==> config.mk <==
export PLATFORM = sky130hd
export DESIGN_NAME = alu_demo_sched
export DESIGN_NICKNAME = d
export VERILOG_FILES = /design/src/rtl/alu_demo_sched.sv
export SDC_FILE = /design/constraint.sdc
export NUM_CORES = 1
export LEC_CHECK = 0
export ABC_AREA = 1
export BUFFER_PORTS_ARGS = -buffer_cell sky130_fd_sc_hd__buf_2
export CORE_MARGIN = 4
export CORE_UTILIZATION = 28
export CTS_CLUSTER_SIZE = 14
export DETAILED_ROUTE_END_ITERATION = 6
export SLEW_MARGIN = 15
export SYNTH_ARGS = -nofsm -noshare
export SYNTH_HDL_FRONTEND = slang
export SYNTH_SLANG_ARGS = --single-unit
==> constraint.sdc <==
create_clock -name clk -period 2.8 [get_ports clk]
set_input_delay 0 -clock clk [delete_from_list [all_inputs] [get_ports clk]]
set_output_delay 0 -clock clk [all_outputs]
set_load 0.1 [all_outputs]
==> src/rtl/alu_demo_sched.sv <==
// ---------------------------------------------------------------------------
// alu_demo_sched
//
// Scheduler for the shared add/subtract accumulator datapath of the calculator.
// Two requesters share the datapath:
//   * a timed four-step demo program (add-RC, sub-RC, add, sub), where every
//     WORD and RESULT phase is held for DWELL_TICKS pulses of a slow `tick`
//     strobe so the display stays readable;
//   * manual button operations (single add/subtract or accumulator clear).
//
// Parameters
//   DWELL_TICKS  tick pulses each WORD / RESULT phase is held (>= 1)
//
// Build option
//   ALU_DEMO_SCHED_LOOP_EN  when defined, the demo restarts from step 0 after
//                           step 3 as long as `demo` stays high; when not
//                           defined, the scheduler parks in DONE until
//                           `demo` falls.
//
// Ports
//   clk       in   system clock, rising edge
//   reset     in   synchronous active-high reset
//   tick      in   one-cycle pacing strobe from the clock divider
//   demo      in   level, demo program requested
//   man_req   in   pulse, execute one manual operation
//   man_sub   in   manual op select (0 add, 1 subtract), sampled with man_req
//   man_rc    in   manual ripple-carry select, sampled with man_req
//   man_clr   in   pulse, clear the accumulator
//   d_clr     out  accumulator clear
//   d_en      out  accumulator load enable (single-cycle pulse)
//   d_sub     out  subtract select
//   d_RC      out  ripple-carry mode select
//   word_sel  out  word shown on the display while disp_sel = 1
//   disp_sel  out  1 = show word, 0 = show accumulator
//   busy      out  high whenever the scheduler is not idle
//   step_idx  out  current demo step 0..3
//   man_drop  out  one-cycle pulse when a manual request is discarded
// ---------------------------------------------------------------------------
module alu_demo_sched #(
    parameter int DWELL_TICKS = 2
) (
    input  logic       clk,
    input  logic       reset,
    input  logic       tick,
    input  logic       demo,
    input  logic       man_req,
    input  logic       man_sub,
    input  logic       man_rc,
    input  logic       man_clr,
    output logic       d_clr,
    output logic       d_en,
    output logic       d_sub,
    output logic       d_RC,
    output logic [2:0] word_sel,
    output logic       disp_sel,
    output logic       busy,
    output logic [1:0] step_idx,
    output logic       man_drop
);

    localparam int            CW         = $clog2(DWELL_TICKS + 1);
    localparam logic [CW-1:0] DWELL_LAST = CW'(DWELL_TICKS - 1);
    localparam logic [CW-1:0] DWELL_ONE  = CW'(1);

    typedef enum logic [2:0] {
        ST_IDLE,
        ST_CLEAR,
        ST_WORD,
        ST_EXEC,
        ST_RESULT,
        ST_MAN_EXEC,
        ST_DONE
    } state_t;

    state_t        state_reg,   state_next;
    logic [1:0]    step_reg,    step_next;
    logic [CW-1:0] dwell_reg,   dwell_next;
    logic          armed_reg,   armed_next;
    logic          lat_sub_reg, lat_sub_next;
    logic          lat_rc_reg,  lat_rc_next;
    logic          drop_reg,    drop_next;

    // ------------------------------------------------------------------
    // Demo step table: steps 0/1 use ripple carry, odd steps subtract.
    // ------------------------------------------------------------------
    logic [3:0] tab_sub;
    logic [3:0] tab_rc;

    genvar gi;
    generate
        for (gi = 0; gi < 4; gi++) begin : g_step_tab
            assign tab_sub[gi] = ((gi % 2) == 1) ? 1'b1 : 1'b0;
            assign tab_rc[gi]  = (gi < 2) ? 1'b1 : 1'b0;
        end
    endgenerate

    logic step_sub;
    logic step_rc;
    logic dwell_done;

    assign step_sub   = tab_sub[step_reg];
    assign step_rc    = tab_rc[step_reg];
    // A WORD/RESULT phase ends on the tick that completes the dwell count.
    assign dwell_done = tick && (dwell_reg == DWELL_LAST);

    // ------------------------------------------------------------------
    // State register
    // ------------------------------------------------------------------
    always_ff @(posedge clk) begin
        if (reset) begin
            state_reg   <= ST_IDLE;
            step_reg    <= 2'd0;
            dwell_reg   <= '0;
            armed_reg   <= 1'b0;
            lat_sub_reg <= 1'b0;
            lat_rc_reg  <= 1'b0;
            drop_reg    <= 1'b0;
        end else begin
            state_reg   <= state_next;
            step_reg    <= step_next;
            dwell_reg   <= dwell_next;
            armed_reg   <= armed_next;
            lat_sub_reg <= lat_sub_next;
            lat_rc_reg  <= lat_rc_next;
            drop_reg    <= drop_next;
        end
    end

    // ------------------------------------------------------------------
    // Next-state logic
    // ------------------------------------------------------------------
    always_comb begin
        state_next   = state_reg;
        step_next    = step_reg;
        dwell_next   = dwell_reg;
        armed_next   = armed_reg;
        lat_sub_next = lat_sub_reg;
        lat_rc_next  = lat_rc_reg;
        drop_next    = 1'b0;

        case (state_reg)
            ST_IDLE: begin
                if (demo) begin
                    state_next = ST_CLEAR;
                    step_next  = 2'd0;
                    armed_next = 1'b1;
                end else if (man_clr) begin
                    state_next = ST_CLEAR;
                    armed_next = 1'b0;
                end else if (man_req) begin
                    state_next   = ST_MAN_EXEC;
                    lat_sub_next = man_sub;
                    lat_rc_next  = man_rc;
                end
            end

            ST_CLEAR: begin
                // The clear has already been issued this cycle, so an
                // abort seen here simply returns to idle.
                if (armed_reg && demo) begin
                    state_next = ST_WORD;
                    dwell_next = '0;
                end else begin
                    state_next = ST_IDLE;
                    armed_next = 1'b0;
                    step_next  = 2'd0;
                end
            end

            ST_WORD: begin
                if (!demo) begin
                    state_next = ST_CLEAR;
                    armed_next = 1'b0;
                    step_next  = 2'd0;
                end else if (dwell_done) begin
                    state_next = ST_EXEC;
                end else if (tick) begin
                    dwell_next = dwell_reg + DWELL_ONE;
                end
            end

            ST_EXEC: begin
                // The load pulse always completes; an abort is taken after.
                if (!demo) begin
                    state_next = ST_CLEAR;
                    armed_next = 1'b0;
                    step_next  = 2'd0;
                end else begin
                    state_next = ST_RESULT;
                    dwell_next = '0;
                end
            end

            ST_RESULT: begin
                if (!demo) begin
                    state_next = ST_CLEAR;
                    armed_next = 1'b0;
                    step_next  = 2'd0;
                end else if (dwell_done) begin
                    if (step_reg != 2'd3) begin
                        state_next = ST_WORD;
                        step_next  = step_reg + 2'd1;
                        dwell_next = '0;
                    end else begin
`ifdef ALU_DEMO_SCHED_LOOP_EN
                        state_next = ST_CLEAR;
                        step_next  = 2'd0;
`else
                        state_next = ST_DONE;
`endif
                    end
                end else if (tick) begin
                    dwell_next = dwell_reg + DWELL_ONE;
                end
            end

            ST_MAN_EXEC: begin
                state_next = ST_IDLE;
            end

            ST_DONE: begin
                if (!demo) begin
                    state_next = ST_CLEAR;
                    armed_next = 1'b0;
                    step_next  = 2'd0;
                end
            end

            default: begin
                state_next = ST_IDLE;
                armed_next = 1'b0;
                step_next  = 2'd0;
            end
        endcase

        // Manual requests are only served from IDLE, and only when they win
        // arbitration there (demo > clear > operation).
        if (state_reg != ST_IDLE) begin
            drop_next = man_req | man_clr;
        end else if (demo) begin
            drop_next = man_req | man_clr;
        end else begin
            drop_next = man_clr & man_req;
        end
    end

    // ------------------------------------------------------------------
    // Moore output decode
    // ------------------------------------------------------------------
    always_comb begin
        d_clr    = 1'b0;
        d_en     = 1'b0;
        d_sub    = 1'b0;
        d_RC     = 1'b0;
        word_sel = 3'd0;
        disp_sel = 1'b0;
        busy     = (state_reg != ST_IDLE);

        case (state_reg)
            ST_CLEAR: begin
                d_clr = 1'b1;
            end
            ST_WORD: begin
                disp_sel = 1'b1;
                word_sel = {1'b0, step_reg};
                d_sub    = step_sub;
                d_RC     = step_rc;
            end
            ST_EXEC: begin
                d_en  = 1'b1;
                d_sub = step_sub;
                d_RC  = step_rc;
            end
            ST_RESULT: begin
                d_sub = step_sub;
                d_RC  = step_rc;
            end
            ST_MAN_EXEC: begin
                d_en  = 1'b1;
                d_sub = lat_sub_reg;
                d_RC  = lat_rc_reg;
            end
            default: begin
            end
        endcase
    end

    assign step_idx = step_reg;
    assign man_drop = drop_reg;

endmodule

==> results.md <==
| Parameter | Value | Unit |
| --- | --- | --- |
| Result of the run | completed | - |
| Max reg flops | 3 | - |
| Minimum clock period after layout | 1.77 | ns |
| Endpoint arrival time on the critical path | 1.77 | ns |
| Crit path depth | 5 | - |
| Antenna violations before repair | 0 | - |
| Logic depth of the worst register-to-register path | 9 | - |
| Clock-pin slew of the registers on the worst-case setup and hold paths | 0.08 | ns |
| Num ports | 20 | - |
| Number of clock sinks seen by CTS | 11 | - |
| Worst min path class | input port to flip-flop | - |
| Core region area | 0.00305 | mm2 |
| Post-synth ARST share | 0 | % |
| Maximum count of clock buffers along a single path | 2 | - |
| Hold Path Depth | 4 | - |
| Yosys top cell area share | 24.7 | % |
| Detail Placement HPWL | 1710 | um |
| First drt pass iteration count | 4 | - |
| Final-report max-slew violation count | 0 | - |
| Count leader, synth | sky130_fd_sc_hd__nand2_1 | - |
| Setup CP Type | flip-flop to output port | - |
| Global router's overall resource usage | 11.5 | % |
| H-tree level count | 1 | - |
| CP delay by family, top | flip-flops | - |
| Max IR drop VDD | 0.000302 | V |
| Required time worst endpoint | 2.80 | ns |
| Non-filler instance count after layout | 203 | - |
| Crit path launch | state_reg[2] | - |
| Total negative setup slack | 0 | ns |
| Post-synthesis sequential area ratio | 24.7 | % |
| Count of placed standard cells including taps | 196 | - |
| Largest net degree at the start of global routing | 11 | - |
| Upper clock frequency limit | 565 | MHz |
| Worst-Skew Late Latency | 0.27 | ns |
| Average size of a mapped cell | 6.42 | um2 |
| Max-capacitance violation count | 0 | - |
| Syn Nets | 149 | - |
| Post-synthesis instance area | 892 | um2 |
| Avg WL per Cell | 10.5 | um |
| Final count of negative-setup-slack endpoints | 0 | - |
| Die Outline Area | 0.00415 | mm2 |
| Number of global-route vias before repair | 867 | - |
| Cell count after synthesis | 139 | - |
| Die boundary width | 64.4 | um |
| Vias per cell | 4.33 | - |
| Post-synthesis cell type with the largest combined area | sky130_fd_sc_hd__dfxtp_1 | - |
| Library cells used by synthesis | 27 | - |
| Count of instances resized after the clock tree is built | 0 | - |
| Cell types with the largest area share after synthesis | sky130_fd_sc_hd__dfxtp_1 25%, sky130_fd_sc_hd__nand2_1 13%, sky130_fd_sc_hd__nand3_1 7.9% | - |
| Final count of hold timing violations | 0 | - |
| Number of input and output port buffers inserted | 18 | - |
| Endpoint class of the critical path | output port | - |
| Num rows | 20 | - |
| Number of enable-type register cells in the synthesized netlist | 0 | - |
| Main flop type after synthesis | sky130_fd_sc_hd__dfxtp_1 | - |
| Post-synthesis register bit count | 11 | - |
| Worst-path cell with the longest stage delay | sky130_fd_sc_hd__dfxtp_1 | - |
| Remaining routing DRC violations | 0 | - |
| Relative slew margins | 66.7 | % |
| CP startpoint kind | flip-flop | - |
| Starting utilization of the core area | 29.2 | % |
| Period utilisation layout | 63.2 | % |
| Largest stage delay, worst path | 0.64 | ns |
| TritonCTS clock tree | built | - |
| Flop2flop setup slack | 1.33 | ns |
| Post-detailed-routing wire length | 2140 | um |
| Yosys warns | 0 | - |
| GRT overflow | 0 | - |
| Post-layout net count | 170 | - |
| Antenna diode count | 0 | - |
| Sequence of cells on the critical path | nand2_4 > nand2_1 > inv_1 > o21ai_1 > buf_2 | - |
| Worst r2r src | state_reg[2] | - |
| Standby leakage power | 0.522 | nW |
| Number of vias in the routed layout | 878 | - |
| Combined buffer and inverter count along the critical path | 2 | - |
| Final Skew | 0.00284 | ns |
| P per Cell Area | 942 | mW/mm2 |
| Critical register-to-register path endpoint | step_idx[0] | - |
| Root Buffer | sky130_fd_sc_hd__clkbuf_4 | - |
| First-pass GRT wire length | 3810 | um |
| Slew at the pin with the worst max-slew slack | 0.499 | ns |
| Number of violations reported at the end of detailed-routing iteration 0 | 31 | - |
| Worst Path Max Fanout | 9 | - |
| Setup repair after global routing missed its margin | no | - |
| Clock buffers created by TritonCTS | 3 | - |
| Overall die height | 64.4 | um |
| Routability congestion estimate | 0.876 | - |
| Number of inserted filler cells in the final layout | 368 | - |
| Layout cells sized above 1 | 27.0 | % |
| Worst setup endpoint | d_sub | - |
| Most frequent cells after synthesis | 31 x sky130_fd_sc_hd__nand2_1, 17 x sky130_fd_sc_hd__nor2_1, 14 x sky130_fd_sc_hd__nand3_1, 11 x sky130_fd_sc_hd__dfxtp_1, 11 x sky130_fd_sc_hd__inv_1 | - |
| Area growth, synth to finish | 17.1 | % |
| Post-DRT Antenna Nets | 0 | - |
-- worst register-to-register path: cells and delay by family, from the launching register on --
family | cells | cell delay [ns]
flip-flops | 1 | 0.64
AND/OR/NAND/NOR | 8 | 0.68
buffers and inverters | 1 | 0.05
-- cells by family after synthesis --
group / Yosys count / share of synthesized area (%)
buffers and inverters: 23 / 13.3
xor gates and xnor gates: 1 / 0.982
AOI/OAI and AO/OA: 22 / 13.9
adders and majority gates: 2 / 2.80
DFF: 11 / 24.7
and+or+nand+nor: 79 / 43.9
other: 1 / 0.420
-- through the flow --
step | power (mW) | setup slack (ns) | instance area [um2] | utilization, % | hold slack (ns)
2_1_floorplan | 0.799 | 0.433 | 892 | - | 0.0691
3_5_place_dp | 0.870 | 1.33 | 988 | 32.4 | 0.265
6_report | 0.984 | 1.03 | 1040 | 34.2 | 0.0672
5_1_grt | 1.05 | 0.897 | 1040 | 34.2 | 0.0822
4_1_cts | 0.993 | 1.01 | 1040 | 34.2 | 0.0624
3_3_place_gp | 0.874 | 1.29 | 988 | 32.4 | 0.255
-- worst min path at each step --
stage                 start         end  slack [ns]
floorplan             reset   armed_reg        0.07
detailed placement   man_rc  lat_rc_reg        0.27
finish              man_clr    man_drop        0.07
CTS                 man_clr    man_drop        0.06
global placement     man_rc  lat_rc_reg        0.25
global route        man_clr    man_drop        0.08
-- power by group --
group	switching, mW	total [mW]	internal [mW]	leakage [nW]
combinational	0.497	0.630	0.133	0.417
clock	0.0604	0.116	0.0551	0.0150
sequential	0.0517	0.238	0.186	0.0902
-- area by class of cell --
class / instances / area, um2 / area share [%]
Multi-Input combinational cell: 105 / 553 / 52.9
Timing Repair Buffer: 21 / 120 / 11.5
Inverter: 18 / 70.1 / 6.71
Clock buffer: 4 / 26.3 / 2.51
Tap cell: 44 / 55.1 / 5.27
Sequential cell: 11 / 220 / 21.1
-- cell usage in the layout, fill, tap and decap left out --
master,instances
sky130_fd_sc_hd__o21ai_1,4
sky130_fd_sc_hd__nand2_4,2
sky130_fd_sc_hd__dfxtp_1,11
sky130_fd_sc_hd__o21a_1,1
sky130_fd_sc_hd__clkbuf_4,3
sky130_fd_sc_hd__o21ai_0,4
sky130_fd_sc_hd__nand2_1,31
sky130_fd_sc_hd__nor3_1,1
sky130_fd_sc_hd__clkbuf_1,1
sky130_fd_sc_hd__clkinv_1,1
sky130_fd_sc_hd__nor2_2,5
sky130_fd_sc_hd__inv_4,1
sky130_fd_sc_hd__ha_1,2
sky130_fd_sc_hd__o22ai_1,2
sky130_fd_sc_hd__a211o_1,1
sky130_fd_sc_hd__inv_1,11
sky130_fd_sc_hd__xor2_1,1
sky130_fd_sc_hd__nor2_8,1
sky130_fd_sc_hd__nand2_2,5
sky130_fd_sc_hd__nor2_1,17
sky130_fd_sc_hd__inv_2,5
sky130_fd_sc_hd__nor2_4,1
sky130_fd_sc_hd__dlygate4sd3_1,3
sky130_fd_sc_hd__a21oi_1,8
sky130_fd_sc_hd__nand3_2,2
sky130_fd_sc_hd__o211ai_1,2
sky130_fd_sc_hd__conb_1,1
sky130_fd_sc_hd__nand3_1,14
sky130_fd_sc_hd__buf_2,18
-- routing by layer --
layer / vias up / track usage [%] / part of all wire [%] / routed length, um
li1: 485 / - / - / -
met1: 382 / 13.9 / 47 / 1000
met4: 0 / 6.33 / 1.7 / 36
met3: 2 / 1.56 / 3.7 / 79
met5: - / 0 / 0 / 0
met2: 9 / 19.6 / 47 / 1010
-- timing repair --
item / 4_1_cts / 5_1_grt
hold endpoints to repair: 6 / 0
buffers inserted: 0 / 0
hold buffers: 3 / 0
Power figures use the tool's default switching activity.
